[config.mk]
export PLATFORM = sky130hd
export DESIGN_NAME = video_timing_gen
export DESIGN_NICKNAME = d
export VERILOG_FILES = /design/src/rtl/video_timing_gen.sv
export SDC_FILE = /design/constraint.sdc
export NUM_CORES = 1
export LEC_CHECK = 0
export CAP_MARGIN = 20
export CELL_PAD_IN_SITES_DETAIL_PLACEMENT = 1
export CELL_PAD_IN_SITES_GLOBAL_PLACEMENT = 1
export CORE_AREA = 8 8 80 82
export CTS_CLUSTER_SIZE = 14
export DETAILED_ROUTE_END_ITERATION = 7
export DIE_AREA = 0 0 88 90
export GPL_TIMING_DRIVEN = 0
export PLACE_DENSITY = 0.73
export SLEW_MARGIN = 20
export SYNTH_ARGS = -nofsm -noshare
export SYNTH_HDL_FRONTEND = slang
export SYNTH_SLANG_ARGS = --single-unit
[constraint.sdc]
create_clock -name clk -period 2.5 [get_ports clk]
set_input_delay 0.625 -clock clk [delete_from_list [all_inputs] [get_ports clk]]
set_output_delay 0.625 -clock clk [all_outputs]
set_load 0.05 [all_outputs]
[src/rtl/video_timing_gen.sv]
// Raster timing source: free-running pixel/line counters with sync, blank and
// per-frame strobe, all registered from the next-pixel values so they never skew.
module video_timing_gen #(
  parameter int H_ACTIVE = 1024,
  parameter int H_FP     = 24,
  parameter int H_SYNC   = 136,
  parameter int H_BP     = 160,
  parameter int V_ACTIVE = 768,
  parameter int V_FP     = 3,
  parameter int V_SYNC   = 6,
  parameter int V_BP     = 29,
  parameter int FRAME_W  = 6
) (
  input  logic               clk,
  input  logic               rst,
  output logic [10:0]        hcount,
  output logic [9:0]         vcount,
  output logic               hsync,
  output logic               vsync,
  output logic               blank,
  output logic               new_frame,
  output logic [FRAME_W-1:0] frame_count
);

  localparam int H_TOTAL  = H_ACTIVE + H_FP + H_SYNC + H_BP;
  localparam int V_TOTAL  = V_ACTIVE + V_FP + V_SYNC + V_BP;
  localparam int HS_BEGIN = H_ACTIVE + H_FP;
  localparam int HS_END   = H_ACTIVE + H_FP + H_SYNC;
  localparam int VS_BEGIN = V_ACTIVE + V_FP;
  localparam int VS_END   = V_ACTIVE + V_FP + V_SYNC;

  if (H_TOTAL > 2048) begin : g_h_total_illegal
    $error("video_timing_gen: H_TOTAL %0d exceeds 2048", H_TOTAL);
  end
  if (V_TOTAL > 1024) begin : g_v_total_illegal
    $error("video_timing_gen: V_TOTAL %0d exceeds 1024", V_TOTAL);
  end

  logic [10:0]        hcount_q, hcount_d;
  logic [9:0]         vcount_q, vcount_d;
  logic               hsync_q, hsync_d;
  logic               vsync_q, vsync_d;
  logic               blank_q, blank_d;
  logic               new_frame_q, new_frame_d;
  logic [FRAME_W-1:0] frame_count_q, frame_count_d;

  always_comb begin
    hcount_d = hcount_q + 11'd1;
    vcount_d = vcount_q;
    if (int'(hcount_q) == H_TOTAL - 1) begin
      hcount_d = 11'd0;
      if (int'(vcount_q) == V_TOTAL - 1) vcount_d = 10'd0;
      else                               vcount_d = vcount_q + 10'd1;
    end

    // Decode from the next position so outputs land with the counters.
    hsync_d     = !(int'(hcount_d) >= HS_BEGIN && int'(hcount_d) < HS_END);
    vsync_d     = !(int'(vcount_d) >= VS_BEGIN && int'(vcount_d) < VS_END);
    blank_d     = (int'(hcount_d) >= H_ACTIVE) || (int'(vcount_d) >= V_ACTIVE);
    new_frame_d = (int'(hcount_d) == H_ACTIVE) && (int'(vcount_d) == V_ACTIVE - 1);

    frame_count_d = frame_count_q;
    if (new_frame_d) frame_count_d = frame_count_q + FRAME_W'(1);
  end

  always_ff @(posedge clk or posedge rst) begin
    if (rst) begin
      hcount_q      <= '0;
      vcount_q      <= '0;
      hsync_q       <= 1'b1;
      vsync_q       <= 1'b1;
      blank_q       <= 1'b0;
      new_frame_q   <= 1'b0;
      frame_count_q <= '0;
    end else begin
      hcount_q      <= hcount_d;
      vcount_q      <= vcount_d;
      hsync_q       <= hsync_d;
      vsync_q       <= vsync_d;
      blank_q       <= blank_d;
      new_frame_q   <= new_frame_d;
      frame_count_q <= frame_count_d;
    end
  end

  assign hcount      = hcount_q;
  assign vcount      = vcount_q;
  assign hsync       = hsync_q;
  assign vsync       = vsync_q;
  assign blank       = blank_q;
  assign new_frame   = new_frame_q;
  assign frame_count = frame_count_q;

endmodule

Yosys cells after proc, flatten, opt, wreduce, memory -nomap -nowiden
Index checks and enable logic that the tools add are counted.
{"block": "word_totals", "output_inout_bits": 31, "wordCells": 29, "register_bits": 31}
{"block": "op_classes", "magnitude_cmp": 6, "n_eq_ne": 4, "mux": 3, "reduce_logical": 6, "add_sub_neg": 3}
{"operator": "$eq A11 B11 Y1 const B", "n": 2}
{"operator": "$ge A11 B11 Y1 const B", "n": 2}
{"operator": "$ge A10 B10 Y1 const B", "n": 2}
{"operator": "$mux W10", "n": 2}
{"operator": "$add A11 B1 Y11 const B", "n": 1}
{"operator": "$lt A11 B11 Y1 const B", "n": 1}
{"operator": "$mux W11", "n": 1}
{"operator": "$add A10 B1 Y10 const B", "n": 1}
{"operator": "$eq A10 B10 Y1 const B", "n": 1}
{"operator": "$eq A10 B9 Y1 const B", "n": 1}
{"operator": "$lt A10 B10 Y1 const B", "n": 1}
{"operator": "$add A6 B1 Y6 const B", "n": 1}
{"operator": "$logic_and A1 B1 Y1", "n": 3}
{"operator": "$logic_not A1 Y1", "n": 2}
{"operator": "$logic_or A1 B1 Y1", "n": 1}

Logic depth before layout (Yosys ltp)
{"block": "depth", "ltp_word": 6, "depth_mapped": 9, "depth_no_buf": 9}

Worst setup path before layout
Ideal clock, no wire load.
{"block": "synth_timing", "path_kind": "register to register", "startpoint": "register hcount_q[2], in the netlist hcount[2]", "endpoint": "register frame_count_q[5], in the netlist frame_count[5]", "period_less_slack_ns": 2.933, "path_slack_ns": -0.433, "stages_incl_launch_ff": 9, "t_required_ns": 2.361, "arrival_ns": 2.793, "path_cell_list": "dfrtp_1 buf_2 and4_4 nand4_4 or4_1 a22oi_2 nand4b_2 or4_4 xnor2_2"}
{"block": "synth_between", "elab_chain_cells": 4, "word_cells_on_any_way": 7, "classes_between": "add/sub: 1; eq/ne: 3; mux: 2; reduce/logical: 1"}
{"item": "start: declaration", "line": "39", "text": "logic [10:0] hcount_q, hcount_d;"}
{"item": "start signal: assignment", "line": "76", "text": "hcount_q <= hcount_d;"}
{"item": "$add A11 B1 Y11 or $eq A11 B11 Y1 (tied branches)", "line": "48, 50"}
{"item": "$mux W11 or $mux W10 (tied branches)", "line": "50", "text": "if (int'(hcount_q) == H_TOTAL - 1) begin"}
{"item": "$eq A11 B11 Y1 or $eq A10 B10 Y1 (tied branches)", "line": "60", "text": "new_frame_d = (int'(hcount_d) == H_ACTIVE) && (int'(vcount_d) == V_ACTIVE - 1);"}
{"item": "$logic_and A1 B1 Y1 (*)", "line": "60"}
{"item": "end signal: assignment", "line": "82", "text": "frame_count_q <= frame_count_d;"}
{"item": "end: declaration", "line": "45", "text": "logic [FRAME_W-1:0] frame_count_q, frame_count_d;"}
Every way passes the cells marked *; elsewhere a longest branch is shown, timed or not.
A chain may end at the register's enable or synchronous reset.

Worst setup path after layout
{"block": "layout_timing", "startpoint": "register hcount_q[9], in the netlist hcount[9]", "endpoint": "register vsync_q, in the netlist vsync"}
{"block": "layout_between", "elab_chain_cells": 5, "word_cells_on_any_way": 6, "classes_between": "order compare: 2; eq/ne: 1; mux: 1; reduce/logical: 2"}
{"item": "$eq A11 B11 Y1 (*)", "line": "50"}
{"item": "$mux W10 (*)", "line": "50"}
{"item": "via vcount_d[7]", "line": "40", "text": "logic [9:0] vcount_q, vcount_d;"}
{"item": "$ge A10 B10 Y1 or $lt A10 B10 Y1 (tied branches)", "line": "58", "text": "vsync_d = !(int'(vcount_d) >= VS_BEGIN && int'(vcount_d) < VS_END);"}
{"item": "$logic_and A1 B1 Y1 (*)", "line": "58"}
{"item": "$logic_not A1 Y1 (*)", "line": "58"}
{"item": "via vsync_d", "line": "42", "text": "logic vsync_q, vsync_d;"}
{"item": "end signal: assignment", "line": "79", "text": "vsync_q <= vsync_d;"}
{"item": "end: declaration", "line": "42"}
Mark *: on every way through the listed nets, which the timed path passes. The rest lies on a longest branch.

==> flow_summary.json <==
{
  "core-area_um2": 5240,
  "die_h_um": 90,
  "grt_max_degree": 32,
  "clock.fmax_mhz": 390,
  "final_cells": 306,
  "grt_overflow": 0,
  "hold_slack_ps": 478,
  "setup_viol": 2,
  "endpoint_kind": "flop",
  "antenna_found_initial": 0,
  "yosys_register_bits": 31,
  "async_flop_share_pct": 100,
  "cts_tree": "built",
  "ys_types": 49,
  "grtUsageMet2_pct": 19.8,
  "slowest_stage": "or4_4",
  "h-tree-depth": 2,
  "grt.total_usage_pct": 13.4,
  "die_area_um2": 7920,
  "antenna-diode-count": 0,
  "clock-sinks": 31,
  "start_util_pct": 33.9,
  "fillerInstances": 589,
  "fin_area_um2": 2580,
  "yosys-top-cells-area": "dfrtp_1 (41%), nand3_1 (4.2%), xnor2_1 (3.9%), nand2_1 (3.2%), dfstp_2 (3.0%)",
  "grt_pass1_vias": 1640,
  "wl_um": 5330,
  "hold_class": "flop to flop",
  "path_max_fanout": 6,
  "syn_avg_cell_area_um2": 9.86,
  "layout.nets": 239,
  "final_max_slew_viol_count": 0,
  "crit_type": "flop to flop",
  "globalplace.congestion": 0.851,
  "violations": "negative setup slack",
  "final_common_cell": "clkdlybuf4s50_1",
  "synth_area_leader_cell": "dfrtp_1",
  "rsz0062_at_grt": "yes",
  "synth_top_cell_area_share_pct": 40.9,
  "use_met3_pct": 3.18,
  "clockRootBuffer": "clkbuf_8",
  "fin_skew_ps": 6.42,
  "hold_buffers": 0,
  "r2r_slack_ps": -60,
  "fp.dieW_um": 88,
  "syn_nets": 186,
  "cts_buffers": 5,
  "dp.cells": 284,
  "critPathArrivalTime_ps": 2760,
  "synth_area_um2": 1780,
  "worst-path-buf-inv": 1,
  "syn_to_final_growth_pct": 45.2,
  "ys.flop_type": "dfrtp_1",
  "final.period_utilization_pct": 102,
  "clock_latency_ps": 280,
  "yosys_warnings": 0,
  "row_count": 27,
  "postPlaceCellArea_um2": 2260,
  "ios": 33,
  "cp.required_ps": 2700,
  "ir_drop_mv": 0.192,
  "ys_seq_area_share_pct": 43.8,
  "max_slew_margin_pct": 55.1,
  "io_buffers": 32,
  "ant_nets": 0,
  "status": "complete, but fails checks",
  "cp_slowest_stage_delay_ps": 530,
  "wire_per_inst_um": 17.4,
  "path_clk_slew_ps": 70,
  "firstDrtPassIters": 4,
  "path_delay_family": "simple AND/OR/NAND/NOR gates",
  "drive_gt1_share_pct": 37.2,
  "use_met1_pct": 18.1,
  "layout_common_cells": "clkdlybuf4s50_1 (32), dfrtp_2 (16)",
  "crit_chain": "and4bb_4 -> nand4_4 -> o31ai_4 -> and2_4 -> inv_2 -> or4_4 -> or4_4",
  "dp_slack_ps": -259,
  "maxCapViolations": 0,
  "fin_crit_ps": 2560,
  "cp-start-kind": "flop",
  "globalRoute.busiestLayer": "met2",
  "viasPerCell": 5.36,
  "grt_pass1_wl_um": 8380,
  "worst_pin_slew_ps": 673,
  "cellLeakagePower_nw": 1.07,
  "drtIter0Drc": 68,
  "synthCells": 180,
  "vias": 1640,
  "dp_hpwl_um": 3520,
  "setup-tns-final_ps": -101,
  "synth_edf_count": 0,
  "drc_errors": 0,
  "cts_buffer_depth": 2,
  "setup_ws_ps": -61.9,
  "power_density_nw_per_um2": 347,
  "hold_violations": 0,
  "cp_common_cell": "or4_4"
}
## cells in the mapped netlist, drive strengths merged, types with 6 or more instances
cell	instances
xnor2	9
nor3	6
and3	6
nand4	6
nand2	15
dfrtp	29
inv	9
o21ai	9
nand3	15
or4	6
## layout make-up
class	count	area [um^2]	area share, %
plain buffers	7	55.1	2.13
clock buffers	5	68.8	2.67
clock inverters	3	15.0	0.582
inverters	9	33.8	1.31
multi-input cells	133	1090	42.5
flip-flops and latches	31	798	31.0
well taps	72	90.1	3.49
repair buffers	46	423	16.4
## state kept, by name, indices dropped and copies added (netlist names)
name	count
blank	1
frame_count	6
hcount	11
hsync	1
new_frame	1
vcount	10
vsync	1
## worst reg2reg max path, stage by stage (launching register included)
cell and delay [ps]:
dfrtp_2 410, and4bb_4 360, nand4_4 150, o31ai_4 310
and2_4 210, inv_2 40, or4_4 530, or4_4 480
## worst paths after layout
path,depth (start not counted),to,from
worst min register to register,1,hcount[0],hcount[0]
worst max register to register,7,vsync,hcount[9]
min in group asynchronous,2,vcount[8],rst
worst max-delay path,7,vsync,hcount[9]
worst min-delay path,1,hcount[0],hcount[0]
max in group asynchronous,2,vcount[4],rst
## metrics by stage
stage | power [mW] | util (%)
after detailed placement | 0.524 | 43.2
final | 0.894 | 49.2
after floorplan | 0.518 | -
after global routing | 0.928 | 49.2
after global placement | 0.523 | 43.2
after CTS | 0.911 | 47.2
## layer usage
layer	vias to the layer above	part of all wire, %
met5	-	0
met4	0	1.1
met3	5	4.6
met2	36	47
met1	822	47
li1	777	-
## power breakdown
part           internal, mW  switching (mW)  total, mW  leakage, nW
clock                 0.190           0.191      0.381       0.0477
sequential            0.502               0      0.502        0.389
combinational       0.00151          0.0101     0.0116        0.628
## logic make-up (layout without fill, tap and decap cells)
kind of cell	after synthesis	count (layout)	synth area share, %
AND/OR/NAND/NOR	81	81	28.6
AO/OA/AOI/OAI	34	34	13.6
flip-flops	31	31	43.8
buffers and inverters	16	70	3.66
XOR/XNOR	13	13	6.84
adder cells (fa/ha/maj)	4	4	2.82
multiplexers	1	1	0.634
## timing repair
| action | in CTS | in global routing |
|---|---|---|
| setup buffers | 11 | 2 |
| pin swaps | 5 | 10 |
| setup endpoints to repair | 5 | 6 |
| cloned | 1 | 0 |
| gates resized for setup | 10 | 20 |
Note: power is estimated with default switching activity, not from simulation.
